<file path="src/rtl/cdb_arbiter_pkg.sv">
// rtl/cdb_arbiter_pkg.sv - shared widths, source indices and broadcast entry type for the CDB arbiter
`ifndef CDB_UTILS_DEFINES
`define CDB_UTILS_DEFINES
`define ROB_RANGE  3:0
`define DATA_RANGE 31:0
`define SRC_ALU    0
`define SRC_LSB    1
`define SRC_AUX    2
`endif

package cdb_arbiter_pkg;

    localparam int ROB_W = 4;
    localparam int SRC_W = 2;

    // One buffered result; the ROB tag is called "tag" because "alias" is reserved.
    typedef struct packed {
        logic [`ROB_RANGE]  tag;
        logic [`DATA_RANGE] result;
        logic               jump;
        logic [`DATA_RANGE] pc;
    } cdb_entry_t;

endpackage

</file>
<file path="src/rtl/cdb_arbiter_if.sv">
// rtl/cdb_arbiter_if.sv - per-source result requests and registered CDB broadcast bundle
interface cdb_arbiter_if #(
    parameter int NSRC = 3
);
    import cdb_arbiter_pkg::*;

    logic [NSRC-1:0]       req_valid;
    logic [NSRC-1:0]       req_ready;
    logic [NSRC*ROB_W-1:0] req_alias;
    logic [NSRC*32-1:0]    req_result;
    logic [NSRC-1:0]       req_jump;
    logic [NSRC*32-1:0]    req_pc;

    logic                  cdb_valid;
    logic [`ROB_RANGE]     cdb_alias;
    logic [`DATA_RANGE]    cdb_result;
    logic                  cdb_jump;
    logic [`DATA_RANGE]    cdb_pc;
    logic [SRC_W-1:0]      cdb_src;

    // Result producers and CDB listeners
    modport master (
        output req_valid, req_alias, req_result, req_jump, req_pc,
        input  req_ready, cdb_valid, cdb_alias, cdb_result, cdb_jump, cdb_pc, cdb_src
    );

    // The arbiter
    modport slave (
        input  req_valid, req_alias, req_result, req_jump, req_pc,
        output req_ready, cdb_valid, cdb_alias, cdb_result, cdb_jump, cdb_pc, cdb_src
    );

endinterface

</file>
<file path="src/rtl/cdb_fifo.sv">
// rtl/cdb_fifo.sv - small per-source result buffer with registered occupancy and flush
module cdb_fifo
    import cdb_arbiter_pkg::*;
#(
    parameter int DEPTH = 2,
    parameter int CW    = $clog2(DEPTH + 1)
) (
    input  logic          clk,
    input  logic          rst,
    input  logic          en,
    input  logic          flush,
    input  logic          push,
    input  logic          pop,
    input  cdb_entry_t    wdata,
    output logic [CW-1:0] count,
    output cdb_entry_t    head
);
    localparam int PW = (DEPTH > 1) ? $clog2(DEPTH) : 1;

    cdb_entry_t    mem_q [DEPTH];
    cdb_entry_t    mem_d [DEPTH];
    logic [PW-1:0] wr_ptr_q, wr_ptr_d;
    logic [PW-1:0] rd_ptr_q, rd_ptr_d;
    logic [CW-1:0] count_q, count_d;

    // Pointers wrap at DEPTH-1 so non-power-of-two depths work too
    function automatic logic [PW-1:0] ptr_inc(input logic [PW-1:0] p);
        return (p == PW'(DEPTH - 1)) ? '0 : p + 1'b1;
    endfunction

    // Next state: nothing moves while disabled; flush beats push/pop
    always_comb begin
        mem_d    = mem_q;
        wr_ptr_d = wr_ptr_q;
        rd_ptr_d = rd_ptr_q;
        count_d  = count_q;
        if (en) begin
            if (flush) begin
                wr_ptr_d = '0;
                rd_ptr_d = '0;
                count_d  = '0;
            end else begin
                if (push) begin
                    mem_d[wr_ptr_q] = wdata;
                    wr_ptr_d        = ptr_inc(wr_ptr_q);
                end
                if (pop) begin
                    rd_ptr_d = ptr_inc(rd_ptr_q);
                end
                case ({push, pop})
                    2'b10:   count_d = count_q + 1'b1;
                    2'b01:   count_d = count_q - 1'b1;
                    default: count_d = count_q;
                endcase
            end
        end
    end

    // State registers with synchronous reset
    always_ff @(posedge clk) begin
        if (rst) begin
            for (int i = 0; i < DEPTH; i++) begin
                mem_q[i] <= '0;
            end
            wr_ptr_q <= '0;
            rd_ptr_q <= '0;
            count_q  <= '0;
        end else begin
            mem_q    <= mem_d;
            wr_ptr_q <= wr_ptr_d;
            rd_ptr_q <= rd_ptr_d;
            count_q  <= count_d;
        end
    end

    assign count = count_q;
    assign head  = mem_q[rd_ptr_q];

endmodule

</file>
<file path="src/rtl/cdb_arbiter.sv">
// rtl/cdb_arbiter.sv - round-robin arbiter merging per-source results onto the registered CDB
module cdb_arbiter
    import cdb_arbiter_pkg::*;
#(
    parameter int NSRC       = 3,
    parameter int FIFO_DEPTH = 2
) (
    input  logic         clk,
    input  logic         rst,
    input  logic         rdy,
    input  logic         rollback,
    cdb_arbiter_if.slave bus
);
    localparam int CW = $clog2(FIFO_DEPTH + 1);
    localparam int IW = (NSRC > 1) ? $clog2(NSRC) : 1;

    logic             enable;
    logic [NSRC-1:0]  ready;
    logic [NSRC-1:0]  push;
    logic [NSRC-1:0]  pop;
    logic [NSRC-1:0]  nonempty;
    logic [CW-1:0]    count [NSRC];
    cdb_entry_t       wdata [NSRC];
    cdb_entry_t       head  [NSRC];

    logic             grant_valid;
    logic [IW-1:0]    grant_idx;

    logic [IW-1:0]    rr_ptr_q, rr_ptr_d;
    cdb_entry_t       cdb_q, cdb_d;
    logic             cdb_valid_q, cdb_valid_d;
    logic [SRC_W-1:0] cdb_src_q, cdb_src_d;

    assign enable = rdy && !rollback;

    // Accept depends only on registered occupancy; tag-zero results are acked but never stored
    always_comb begin
        ready    = '0;
        push     = '0;
        nonempty = '0;
        for (int i = 0; i < NSRC; i++) begin
            wdata[i].tag    = bus.req_alias[i*ROB_W +: ROB_W];
            wdata[i].result = bus.req_result[i*32 +: 32];
            wdata[i].jump   = bus.req_jump[i];
            wdata[i].pc     = bus.req_pc[i*32 +: 32];
            nonempty[i]     = (count[i] != '0);
            ready[i]        = enable && !rst && (count[i] < CW'(FIFO_DEPTH));
            push[i]         = bus.req_valid[i] && ready[i] && (wdata[i].tag != '0);
        end
    end

    // First non-empty source scanning upward from rr_ptr, wrapping at NSRC
    always_comb begin
        int idx;
        grant_valid = 1'b0;
        grant_idx   = '0;
        idx         = 0;
        for (int k = 0; k < NSRC; k++) begin
            idx = int'(rr_ptr_q) + k;
            if (idx >= NSRC) begin
                idx = idx - NSRC;
            end
            if (!grant_valid && nonempty[IW'(idx)]) begin
                grant_valid = 1'b1;
                grant_idx   = IW'(idx);
            end
        end
    end

    // Pop the granted head only in cycles that actually advance state
    always_comb begin
        pop = '0;
        for (int i = 0; i < NSRC; i++) begin
            pop[i] = enable && grant_valid && (grant_idx == IW'(i));
        end
    end

    for (genvar i = 0; i < NSRC; i++) begin : g_src
        cdb_fifo #(
            .DEPTH (FIFO_DEPTH),
            .CW    (CW)
        ) u_fifo (
            .clk   (clk),
            .rst   (rst),
            .en    (rdy),
            .flush (rollback),
            .push  (push[i]),
            .pop   (pop[i]),
            .wdata (wdata[i]),
            .count (count[i]),
            .head  (head[i])
        );
    end

    // Broadcast register and round-robin pointer: rollback clears, a grant loads, idle drops valid
    always_comb begin
        cdb_valid_d = cdb_valid_q;
        cdb_d       = cdb_q;
        cdb_src_d   = cdb_src_q;
        rr_ptr_d    = rr_ptr_q;
        if (rdy) begin
            if (rollback) begin
                cdb_valid_d = 1'b0;
                rr_ptr_d    = '0;
            end else if (grant_valid) begin
                cdb_valid_d = 1'b1;
                cdb_d       = head[grant_idx];
                cdb_src_d   = SRC_W'(grant_idx);
                rr_ptr_d    = (grant_idx == IW'(NSRC - 1)) ? '0 : grant_idx + 1'b1;
            end else begin
                cdb_valid_d = 1'b0;
            end
        end
    end

    // Output and pointer registers; reset wins regardless of rdy
    always_ff @(posedge clk) begin
        if (rst) begin
            cdb_valid_q <= 1'b0;
            cdb_q       <= '0;
            cdb_src_q   <= '0;
            rr_ptr_q    <= '0;
        end else begin
            cdb_valid_q <= cdb_valid_d;
            cdb_q       <= cdb_d;
            cdb_src_q   <= cdb_src_d;
            rr_ptr_q    <= rr_ptr_d;
        end
    end

    assign bus.req_ready  = ready;
    assign bus.cdb_valid  = cdb_valid_q;
    assign bus.cdb_alias  = cdb_q.tag;
    assign bus.cdb_result = cdb_q.result;
    assign bus.cdb_jump   = cdb_q.jump;
    assign bus.cdb_pc     = cdb_q.pc;
    assign bus.cdb_src    = cdb_src_q;

endmodule

</file>
<file path="src/flat_wrapper.sv">
// flat-port wrapper written by rule: the top's interface ports become plain ports
module cdb_arbiter_flat import cdb_arbiter_pkg::*;
#(
    parameter int NSRC       = 3,
    parameter int FIFO_DEPTH = 2
)
  (clk, rst, rdy, rollback, bus_req_valid, bus_req_alias, bus_req_result, bus_req_jump, bus_req_pc, bus_req_ready, bus_cdb_valid, bus_cdb_alias, bus_cdb_result, bus_cdb_jump, bus_cdb_pc, bus_cdb_src);
  cdb_arbiter_if #(.NSRC(NSRC)) bus_i ();
  input  logic clk;
  input  logic rst;
  input  logic rdy;
  input  logic rollback;
  input wire logic [$bits(bus_i.req_valid)-1:0] bus_req_valid;
  input wire logic [$bits(bus_i.req_alias)-1:0] bus_req_alias;
  input wire logic [$bits(bus_i.req_result)-1:0] bus_req_result;
  input wire logic [$bits(bus_i.req_jump)-1:0] bus_req_jump;
  input wire logic [$bits(bus_i.req_pc)-1:0] bus_req_pc;
  output wire logic [$bits(bus_i.req_ready)-1:0] bus_req_ready;
  output wire logic [$bits(bus_i.cdb_valid)-1:0] bus_cdb_valid;
  output wire logic [$bits(bus_i.cdb_alias)-1:0] bus_cdb_alias;
  output wire logic [$bits(bus_i.cdb_result)-1:0] bus_cdb_result;
  output wire logic [$bits(bus_i.cdb_jump)-1:0] bus_cdb_jump;
  output wire logic [$bits(bus_i.cdb_pc)-1:0] bus_cdb_pc;
  output wire logic [$bits(bus_i.cdb_src)-1:0] bus_cdb_src;
  assign bus_i.req_valid = bus_req_valid;
  assign bus_i.req_alias = bus_req_alias;
  assign bus_i.req_result = bus_req_result;
  assign bus_i.req_jump = bus_req_jump;
  assign bus_i.req_pc = bus_req_pc;
  assign bus_req_ready = bus_i.req_ready;
  assign bus_cdb_valid = bus_i.cdb_valid;
  assign bus_cdb_alias = bus_i.cdb_alias;
  assign bus_cdb_result = bus_i.cdb_result;
  assign bus_cdb_jump = bus_i.cdb_jump;
  assign bus_cdb_pc = bus_i.cdb_pc;
  assign bus_cdb_src = bus_i.cdb_src;
  cdb_arbiter #(.NSRC(NSRC), .FIFO_DEPTH(FIFO_DEPTH)) u_core (.clk(clk), .rst(rst), .rdy(rdy), .rollback(rollback), .bus(bus_i));
endmodule
</file>
<file path="config.mk">
export PLATFORM = sky130hd
export DESIGN_NAME = cdb_arbiter_flat
export DESIGN_NICKNAME = d
export VERILOG_FILES = /design/src/rtl/cdb_arbiter_pkg.sv /design/src/rtl/cdb_arbiter_if.sv /design/src/rtl/cdb_fifo.sv /design/src/rtl/cdb_arbiter.sv /design/src/flat_wrapper.sv
export SDC_FILE = /design/constraint.sdc
export NUM_CORES = 1
export LEC_CHECK = 0
export ABC_AREA = 1
export CORE_ASPECT_RATIO = 0.7
export CORE_MARGIN = 5
export CORE_UTILIZATION = 40
export DETAILED_ROUTE_END_ITERATION = 10
export PLACE_DENSITY = 0.72
export SLEW_MARGIN = 5
export SYNTH_ARGS = -nofsm -noshare
export SYNTH_HDL_FRONTEND = slang
export SYNTH_SLANG_ARGS = --single-unit
</file>
<file path="constraint.sdc">
create_clock -name clk -period 2.3 [get_ports clk]
set_input_delay 0.23 -clock clk [delete_from_list [all_inputs] [get_ports clk]]
set_output_delay 0.23 -clock clk [all_outputs]
set_load 0.01 [all_outputs]
</file>
==> results.md, run 1 <==
- Post-synthesis cell count: 2798
- DIE WIDTH: 285.2 µm
- Layout area overhead: 27.65%
- Core area: 52380 µm²
- Final Power: 23820 µW
- Initial Util: 40.47%
- Fmax: 426.9 MHz
- Nets@finish: 3203
- GR Util All Layers: 23.24%
- Iter 0 DRT Violations: 2590
- Fin Hold WS: 0.2421 ns
- Delay-heaviest family, CP: simple AND/OR/NAND/NOR gates
- CP endpoint kind: flop
- Antenna violations before repair: 15
- Pins Over Slew Limit: 0
- Critical path, cell by cell: inv_4 > ha_4 > inv_4 > nand2_2 > nand3_2 > nand2_2 > buf_6 > inv_4 > nand4_1 > nand2_4 > inv_2 > buf_12 > nand3_1 > a31oi_1
- Residual DRC: 0
- Total I/O pin count: 289
- # port buffers: 288
- CP max FO: 16
- Yosys warns: 0
- Leak: 0.008881 µW
- Clk_skew: 0.01481 ns
- CTS sink count: 500
- Peak supply drop: 0.5246 mV
- Clk Latency, worst-skew pair: 0.59 ns
- WL final: 71970 µm
- Sequential share of the synthesized area: 47.22%
- Worst slew margin: 41.64%
- Most common cell on crit path: inv_4
- Grt total ovfl: 0
- TritonRoute pass-1 iters: 6
- Failing checks: setup timing
- DP Wirelength: 48480 µm
- Pin count of the biggest net entering global routing: 201
- Drt wl/cell: 19.37 µm
- Fin crit period: 2.342 ns
- FF+latch count, synth: 500
- Storage element area: 10030 µm²
- Yosys top cell by area: dfxtp_1
- Tcrit/Tclk final: 101.8%
- Min-Delay Path Class: in -> reg
- TritonCTS clock tree: built
- Die area: 57770 µm²
- Startpoint types: flop
- Filler cells: 4968
- DRT antenna net count: 0
- Clock Pin Slew Worst Setup and Hold Paths: 0.06 ns
- Final setup violation count: 1
- Mapped Nets: 3015
- Pwr/cell area: 880.4 nW/µm²
- TNS Setup: -0.04249 ns
- Req. time, crit path: 2.81 ns
- # rows: 70
- Via-to-Cell Ratio: 5.423
- Crit path DAT: 2.86 ns
- Max incr delay on CP: 0.38 ns
- Final hold violation count: 0
- Mean Syn Cell Area: 7.576 µm²
- Area share of the largest cell type after synthesis: 47.22%
- Layout cell share with drive strength beyond 1: 8.865%
- Maximum clock insertion buffer count: 3
- Number of max-cap violations: 0
- First-pass GRT wire length: 106500 µm
- H-tree Lvls: 2
- Worst Path Buf+Inv: 6
- Vias after detailed routing: 20147
- Multi-input combinational cell area: 9158 µm²
- RSZ-0062 raised after global routing: true
- Post-synthesis cell area: 21200 µm²
- Synth cell types: 33
- Critical path's slowest cell: dfxtp_4
- Status: finished, violations left
- Ranking of synthesized cells by area: dfxtp_1 47%, a21oi_1 10%, o21ai_0 7.7%, nand2_1 7.1%, o211ai_1 6.8%
- WS Path Type: reg -> reg
- GP Congestion: 0.9340
- Vias in the first global route: 17508
- Final WS setup: -0.04249 ns
- Number of buffers created by CTS: 50
- Post-place setup slack: -0.1397 ns
- Die H: 202.6 µm
- Slew @ Worst Pin: 0.8754 ns
- CTS Root Cell: clkbuf_16
- Final Util: 51.66%
==> per-stage QoR <==
step | instance area [µm²] | std cells
2_1_floorplan | 21200 | 2798
3_3_place_gp | 25060 | 3607
3_5_place_dp | 25060 | 3607
4_1_cts | 26750 | 3699
5_1_grt | 27060 | 3714
6_report | 27060 | 3715
==> state kept, by name, indices dropped and copies added, names as in the netlist, 3 cells and up <==
register,count
u_core.g_src.u_fifo.mem_q,414
u_core.bus.cdb_pc,32
u_core.g_src.u_fifo.rd_ptr_q,3
u_core.bus.cdb_result,32
u_core.g_src.u_fifo.wr_ptr_q,3
u_core.g_src.u_fifo.count,6
u_core.bus.cdb_alias,4
==> path summary, 6_finish.rpt <==
| check | end | startpoint | slack, ns | cells past startpoint |
|---|---|---|---|---|
| worst max-delay path | u_core.bus.cdb_result[27]$_SDFFE_PP0N_ | u_core.rr_ptr_q[0]$_SDFFE_PP0P_ | -0.04 | 14 |
| worst min register to register | u_core.g_src[2].u_fifo.mem_q[128]$_SDFFE_PP0P_ | u_core.g_src[2].u_fifo.mem_q[128]$_SDFFE_PP0P_ | 0.44 | 2 |
| worst min-delay path | u_core.g_src[0].u_fifo.mem_q[5]$_SDFFE_PP0P_ | bus_req_pc[5] | 0.24 | 3 |
| worst max register to register | u_core.bus.cdb_result[27]$_SDFFE_PP0N_ | u_core.rr_ptr_q[0]$_SDFFE_PP0P_ | -0.04 | 14 |
==> Yosys cell counts, drive strengths merged <==
cell type,count
clkbuf,169
nand3,229
o21ai,359
o211ai,201
buf,82
or2,3
nand3b,2
o41a,2
dfxtp,500
nor3,1
nand4,2
xnor2,1
clkinv,1
nor2,25
inv,303
o21a,1
a31oi,65
nand2,412
a21oi,437
ha,3
==> worst min-delay path, stage by stage <==
cell	delay [ns]
clkdlybuf4s50_1	0.41
nand3_1	0.08
a21oi_1	0.06
==> power by group <==
| part | internal, µW | switching, µW |
|---|---|---|
| logic | 2610 | 3780 |
| registers | 9060 | 297 |
| clock network | 4640 | 3440 |
| total | 16300 | 7520 |
==> kinds of logic (layout without fill, tap and decap cells) <==
family / count (synthesis) / after routing / share of synthesized area (%)
compound gates: 1065 / 1065 / 28.16
simple gates: 674 / 674 / 13.90
buf+inv: 555 / 780 / 10.50
flops: 500 / 500 / 47.22
fa+ha+maj: 3 / 3 / 0.1771
xor+xnor: 1 / 1 / 0.04132
other cells: 0 / 8 / 0
==> placed cells by master (no fill, tap or decap), types with 16 or more instances in the layout <==
cell type        synthesis  layout
o21ai_0                327     327
o211ai_1               193     193
buf_12                   0      41
nand2_1                403     392
inv_1                  290     286
dfxtp_1                500     493
nor2_1                  18      16
buf_4                    9      50
clkdlybuf4s50_1          0     287
nand3_1                223     205
a31oi_1                 65      65
nand3_2                  6      22
clkbuf_16                0      53
a21oi_1                437     435
clkbuf_8                 0      18
o21ai_1                 32      32
==> per-layer routing <==
layer / part of all wire, % / track usage, %
met1: 48 / 36.29
met2: 38 / 28.98
met3: 11 / 8.777
met4: 2.2 / 6.537
met5: 0.12 / 0
==> area by class of cell <==
cell class,count,share of cell area [%]
diodes,8,0.07398
clock buffers,83,5.826
clock inverters,6,0.1248
inverters,304,4.305
multi-input cells,1743,33.84
flip-flops and latches,500,37.07
well taps,684,3.163
repair buffers,387,15.59
==> what timing repair did <==
| item | 4_1_cts | 5_1_grt |
|---|---|---|
| endpoints found under the hold margin | 0 | 0 |
| hold buffers | 0 | 0 |
| gates resized for setup | 6 | 50 |
| cloned | 1 | 2 |
| endpoints found under the setup margin | 58 | 81 |
| pin swaps | 8 | 21 |
| setup buffers | 2 | 6 |
No activity file was read; power rests on OpenSTA's default activity.
==> run 2: changes to the inputs <==
Settings changed: SYNTH_HIERARCHICAL set to 1.
Clock period 2.3 ns to 2.62 ns, I/O delays scaled along.
==> run 2 against run 1 <==
The run now ends clean. Clock power down 9.3%. Global-route usage up 1.9 points. Routed wire length up 12%. Via count up 12%. Die area up 4.4%. Core utilization down 1.3 points. Worst setup slack better by 0.24 ns. Register-to-register slack better by 0.29 ns. Synthesized area up 4.6%. Highest routed layer unchanged.
==> results.md, run 2 <==
- Status: complete, no violations
- CP max FO: 2
- Worst Hold Launch: rst
- DRT antenna net count: 0
- Yosys top cell by area: dfxtp_1
- Commonest non-fill, non-tap cell in the layout: nand2_1
- Post-synthesis cell area: 22180 µm²
- Leak: 0.01093 µW
- CTS sink count: 500
- R2r endpoint: u_core/g_src[0].u_fifo/count[1]$_SDFFE_PP0P_
- WS Path Type: in -> out
- Synth cell types: 28
- Drt wl/cell: 18.66 µm
- Asr flop ratio synth: 0%
- Dominant synthesized flop cell: dfxtp_1
- Die area: 60330 µm²
- Die H: 207 µm
- TritonCTS clock tree: built
- Critical path's slowest cell: clkdlybuf4s50_1
- Sw Ratio: 23.31%
- TNS Setup: 0 ns
- Tcrit/Tclk final: 92.55%
- RSZ-0062 raised after global routing: false
- Mapped Nets: 3555
- Mean Syn Cell Area: 6.644 µm²
- Area share of the largest cell type after synthesis: 45.14%
- Min-Delay Path Class: in -> reg
- Fmax: 412.4 MHz
- Fin crit period: 2.425 ns
- H-tree Lvls: 2
- Post-Place Cell Area: 26060 µm²
- Worst Hold End: u_core/bus.cdb_result[29]$_SDFFE_PP0P_
- Pin count of the biggest net entering global routing: 102
- Req. time, crit path: 2.36 ns
- Hold path depth: 3
- Iter 0 DRT Violations: 2443
- Clk_skew: 0.02126 ns
- Top-count cell post-synth: nand2_1
- First-pass GRT wire length: 121500 µm
- Vias in the first global route: 20613
- Critical path, cell by cell: clkdlybuf4s50_1 > inv_1 > nor2_1 > nand2_1 > buf_4 > nor2_1 > buf_4 > clkdlybuf4s50_1
- Core area: 55040 µm²
- DP Wirelength: 54110 µm
- Power share of the clock group: 45.5%
- Fin Hold WS: 0.2285 ns
- DIE WIDTH: 291.4 µm
- Commonest non-fill, non-tap cells in the layout: 1098 x nand2_1, 493 x dfxtp_1, 429 x nor2_1
- WL final: 80340 µm
- Biggest register: u_core/g_src.u_fifo/mem_q
- Post-synthesis cell count: 3338
- Grt total ovfl: 0
- Commonest cells in the netlist: 1104 x nand2_1, 500 x dfxtp_1, 429 x nor2_1
- FF-to-FF setup slack: 0.25 ns
- Pwr/cell area: 581.5 nW/µm²
- Sequential share of power: 47.7%
- GP Congestion: 0.9227
- Layout cell share with drive strength beyond 1: 6.061%
- Psw: 3759 µW
- Post-place setup slack: -0.2309 ns
- Hold Buf Count CTS: 0
- Startpoint types: input port
- Internal Power: 12370 µW
- Clk Latency, worst-skew pair: 0.60 ns
- Clock Pin Slew Worst Setup and Hold Paths: 0.06 ns
- TritonRoute pass-1 iters: 6
- Worst reg2reg path depth: 17
- Peak supply drop: 0.4301 mV
- Final setup violation count: 0
- Vias after detailed routing: 22624
- Nets@finish: 3742
- Reg2reg start: u_core/rr_ptr_q[0]$_SDFFE_PP0P_
- Layout area overhead: 25.06%
- Ranking of synthesized cells by area: dfxtp_1 45%, nand2_1 19%, a21oi_1 7.7%, nor2_1 7.3%, nand3_1 7.0%
- Storage element area: 10020 µm²
- # port buffers: 288
- Number of synthesized flops with an enable pin: 0
- Pins Over Slew Limit: 0
- Residual DRC: 0
- CP endpoint kind: primary output
- Sequential share of the synthesized area: 45.14%
- Post-CTS setup buffer count: 0
- CTS Root Cell: clkbuf_16
- Final WS setup: 0.1952 ns
- Comb power frac: 6.8%
- Yosys warns: 6
- Number of max-cap violations: 0
- GR Util All Layers: 25.12%
- Antenna violations before repair: 6
- Final Power: 16130 µW
- Via-to-Cell Ratio: 5.255
- Filler cells: 5458
- Number of buffers created by CTS: 50
- Total I/O pin count: 289
- Worst slew margin: 35.66%
- FF+latch count, synth: 500
- Initial Util: 40.29%
- Maximum clock insertion buffer count: 3
- Slew @ Worst Pin: 0.9650 ns
- Final hold violation count: 0
- Multi-input combinational cell area: 10760 µm²
- Post-route cell area: 27730 µm²
- # rows: 72
- Max incr delay on CP: 0.56 ns
- Max reg flops: 414
- Crit path DAT: 2.16 ns
[run 2: cell types whose count changed after synthesis, sizes merged, moves of 17 or more]
cell,previous run,this run
a21oi,437,341
a31oi,65,1
clkbuf,169,186
inv,303,84
nand2,412,1109
nand3,229,310
nor2,25,431
o211ai,201,0
o21ai,359,271
[run 2: layout make-up]
class                      count  share of cell area [%]
sequential                   500                   36.12
timing repair buffer         390                   14.62
clock buffer                  80                   5.545
tap                          740                   3.338
clock inverter                11                  0.4286
inverter                      84                   1.146
antenna                        1                0.009023
multi-input combinational   2499                   38.79
[run 2: logic make-up after synthesis]
| logic type | after synthesis | share of synthesized area [%] |
|---|---|---|
| fa+ha+maj | 3 | 0.1693 |
| simple gates | 1880 | 34.30 |
| buf+inv | 339 | 6.471 |
| flops | 500 | 45.14 |
| compound gates | 616 | 13.92 |
[run 2: metrics by stage]
stage	instances	util, %
final	4305	50.39
after global routing	4304	50.38
after CTS	4304	50.35
after detailed placement	4213	47.34
after global placement	4213	47.34
after floorplan	3338	-
[run 2: worst max-delay path: cells and delay by family]
kind | cells | cell delay (ns)
buffers and inverters | 5 | 1.49
AND/OR/NAND/NOR | 3 | 0.40
[run 2: worst max-delay path by stage]
stage / start / endpoint / slack [ns] / depth (start not counted)
6_report: rdy / bus_req_ready[2] / 0.20 / 8
5_1_grt: u_core/rr_ptr_q[1]$_SDFFE_PP0P_ / u_core/g_src[0].u_fifo/count[1]$_SDFFE_PP0P_ / 0.005 / 19
4_1_cts: u_core/rr_ptr_q[0]$_SDFFE_PP0P_ / u_core/bus.cdb_result[2]$_SDFFE_PP0P_ / 0.06 / 14
3_5_place_dp: rdy / u_core/g_src[2].u_fifo/mem_q[51]$_SDFFE_PP0P_ / -0.23 / 14
3_3_place_gp: rdy / u_core/g_src[1].u_fifo/mem_q[130]$_SDFFE_PP0P_ / -0.13 / 13
2_1_floorplan: u_core/rr_ptr_q[0]$_SDFFE_PP0P_ / u_core/g_src[2].u_fifo/count[1]$_SDFFE_PP0P_ / 0.33 / 18
[run 2: per-layer routing]
layer | up-vias | share of wire [%] | GRT usage [%]
met5 | - | 0.093 | 0
met4 | 12 | 3.4 | 8.271
met3 | 140 | 10 | 6.392
met2 | 986 | 44 | 38.12
met1 | 10364 | 43 | 35.16
li1 | 11122 | - | -
[run 2: power groups by stage]
stage | clock, µW | combinational (µW) | sequential, µW
after floorplan | 0 | 412 | 7870
after global placement | 0 | 1070 | 7870
after detailed placement | 0 | 1070 | 7870
after CTS | 7430 | 1080 | 7700
after global routing | 7770 | 1170 | 7700
final | 7330 | 1090 | 7700
[run 2: what timing repair did]
action,4_1_cts,5_1_grt
setup endpoints to repair,0,62
endpoints found under the hold margin,0,0
resized for setup,0,4
==> RTL edit (settings of run 1) <==
Set the package constant `SRC_W` to 4 (it was 2).
--- a/src/rtl/cdb_arbiter_pkg.sv
+++ b/src/rtl/cdb_arbiter_pkg.sv
@@ -13,3 +13,3 @@
     localparam int ROB_W = 4;
-    localparam int SRC_W = 2;
+    localparam int SRC_W = 4;
 
Ports: changed (resized bus_cdb_src); port bits go from 289 to 291. The function was not compared with the original's and may differ.
==> RTL edit against run 1 <==
Largest cell class unchanged; worst setup slack improved by 35 ps; critical endpoint is now u_core.bus.cdb_alias[3]; routed wire length increased by 0.64%; total power increased by 0.57%; the flow still finishes with violations (negative setup slack); critical path type unchanged; final area increased by 0.15%; sequential share of layout area decreased by 0.064 points; area after synthesis decreased by 0.39%; sequential power about the same; sequential cell count unchanged; largest power group unchanged; combinational power about the same.
==> RTL edit: results (changes against run 1) <==
stage,metric,value,unit,change
pwr,VDD IR-drop max,0.575,mV,+9.7%
route,DRT met1 WL,34.9,mm,+0.61%
layout,FILL cells,4931,,-0.74%
route,Post-Route WL,72.4,mm,+0.64%
layout,signal buffers share of area,0.158,,+0.00176
run_status,outcome,"complete, but fails checks",,
route,Iteration-0 DRC Markers,2012,,-22%
global_route,number of global-route vias before repair,17796,,+1.6%
global_route,gr usage total,0.239,,+0.00633
layout,Reg area,10000,um2,about the same
worst_setup_path,CP max stage delay,340,ps,-40 ps
sta,Final Skew,26.5,ps,+11.7 ps
sta,Slew HR,0.320,,-0.0963
placed_design,Place WS,-104,ps,+35.3 ps
global_route,antenna violations before repair,17,,+2
layout,ANT cells,4,,-4
layout,fin util,0.519,,+0.00250
layout,Signal buffers,395,,+2.1%
placed_design,hpwl dp,49.1,mm,+1.3%
clock_network,postcts setup bufs,6,,+4
min_path,hold_sp,bus_req_result[16],,
run_status,failing checks,negative setup slack,,
global_route,met1 Use GR,0.374,,+0.0108
global_route,met2 usage,0.306,,+0.0167
yosys,sequential share of the synthesized area,0.474,,+0.00185
worst_setup_path,CP arrival,2820,ps,-40 ps
sta,Setup Viol. Count Final,1,,unchanged
layout,multi-input logic area,9150,um2,about the same
sta,final setup margin,-7.10,ps,+35.4 ps
yosys,synth cell count leaders,"500 x dfxtp_1, 436 x a21oi_1, 405 x nand2_1",,
placed_design,area post-placement,25000,um2,about the same
yosys,largest cells by area after synthesis,"dfxtp_1 47%, a21oi_1 10%, o21ai_0 7.8%, o211ai_1 7.2%, nand2_1 7.2%",,
global_route,M3 GR Usage,0.0795,,-0.00829
worst_setup_path,Slowest cell on crit path,dfxtp_2,,
yosys,synthesized cell area,21100,um2,-0.39%
route,met3 routed WL,8.08,mm,-1.7%
route,met2 wire length,27.7,mm,+1.0%
placed_design,Final GP Congestion,0.908,,-2.8%
pwr,leak pwr,8.91,nW,+0.30%
route,via count,20336,,+0.94%
layout,Clock Buffer Count,68,,-18%
layout,ratio of cells with drive above 1 in the final layout,0.0912,,+0.00253
layout,seq_cells,500,,unchanged
yosys,Post-Syn Instances,2797,,-0.036%
RTL edit: cell count changes in the layout (fill, tap and decap cells not counted), sizes merged:
cell      before  now
nand3        229  233
o211ai       201  203
bufinv         0    3
clkinv         7   11
diode          8    4
a21oi        437  436
conb           0    2
clkbuf        85   68
buf           97  106
inv          303  300
clkinvlp       0    5
bufbuf         1    2
nand2        412  410
o21ai        359  356
RTL edit: report_power, final:
group	switching (W)	total, W	internal [W]
clock	0.00348	0.00819	0.00471
sequential	0.000321	0.00939	0.00906
combinational	0.00379	0.00638	0.00260
total	0.00759	0.0240	0.0164
RTL edit: kinds of logic (layout without fill, tap and decap cells):
group / Yosys count / count (layout) / share of synthesized area
other: 1 / 6 / 0.000178
AND/OR/NAND/NOR: 676 / 676 / 0.138
AO/OA/AOI/OAI: 1063 / 1063 / 0.281
adder cells (fa/ha/maj): 3 / 3 / 0.00178
buffers and inverters: 553 / 782 / 0.105
flip-flops: 500 / 500 / 0.474
XOR/XNOR: 1 / 1 / 0.000415
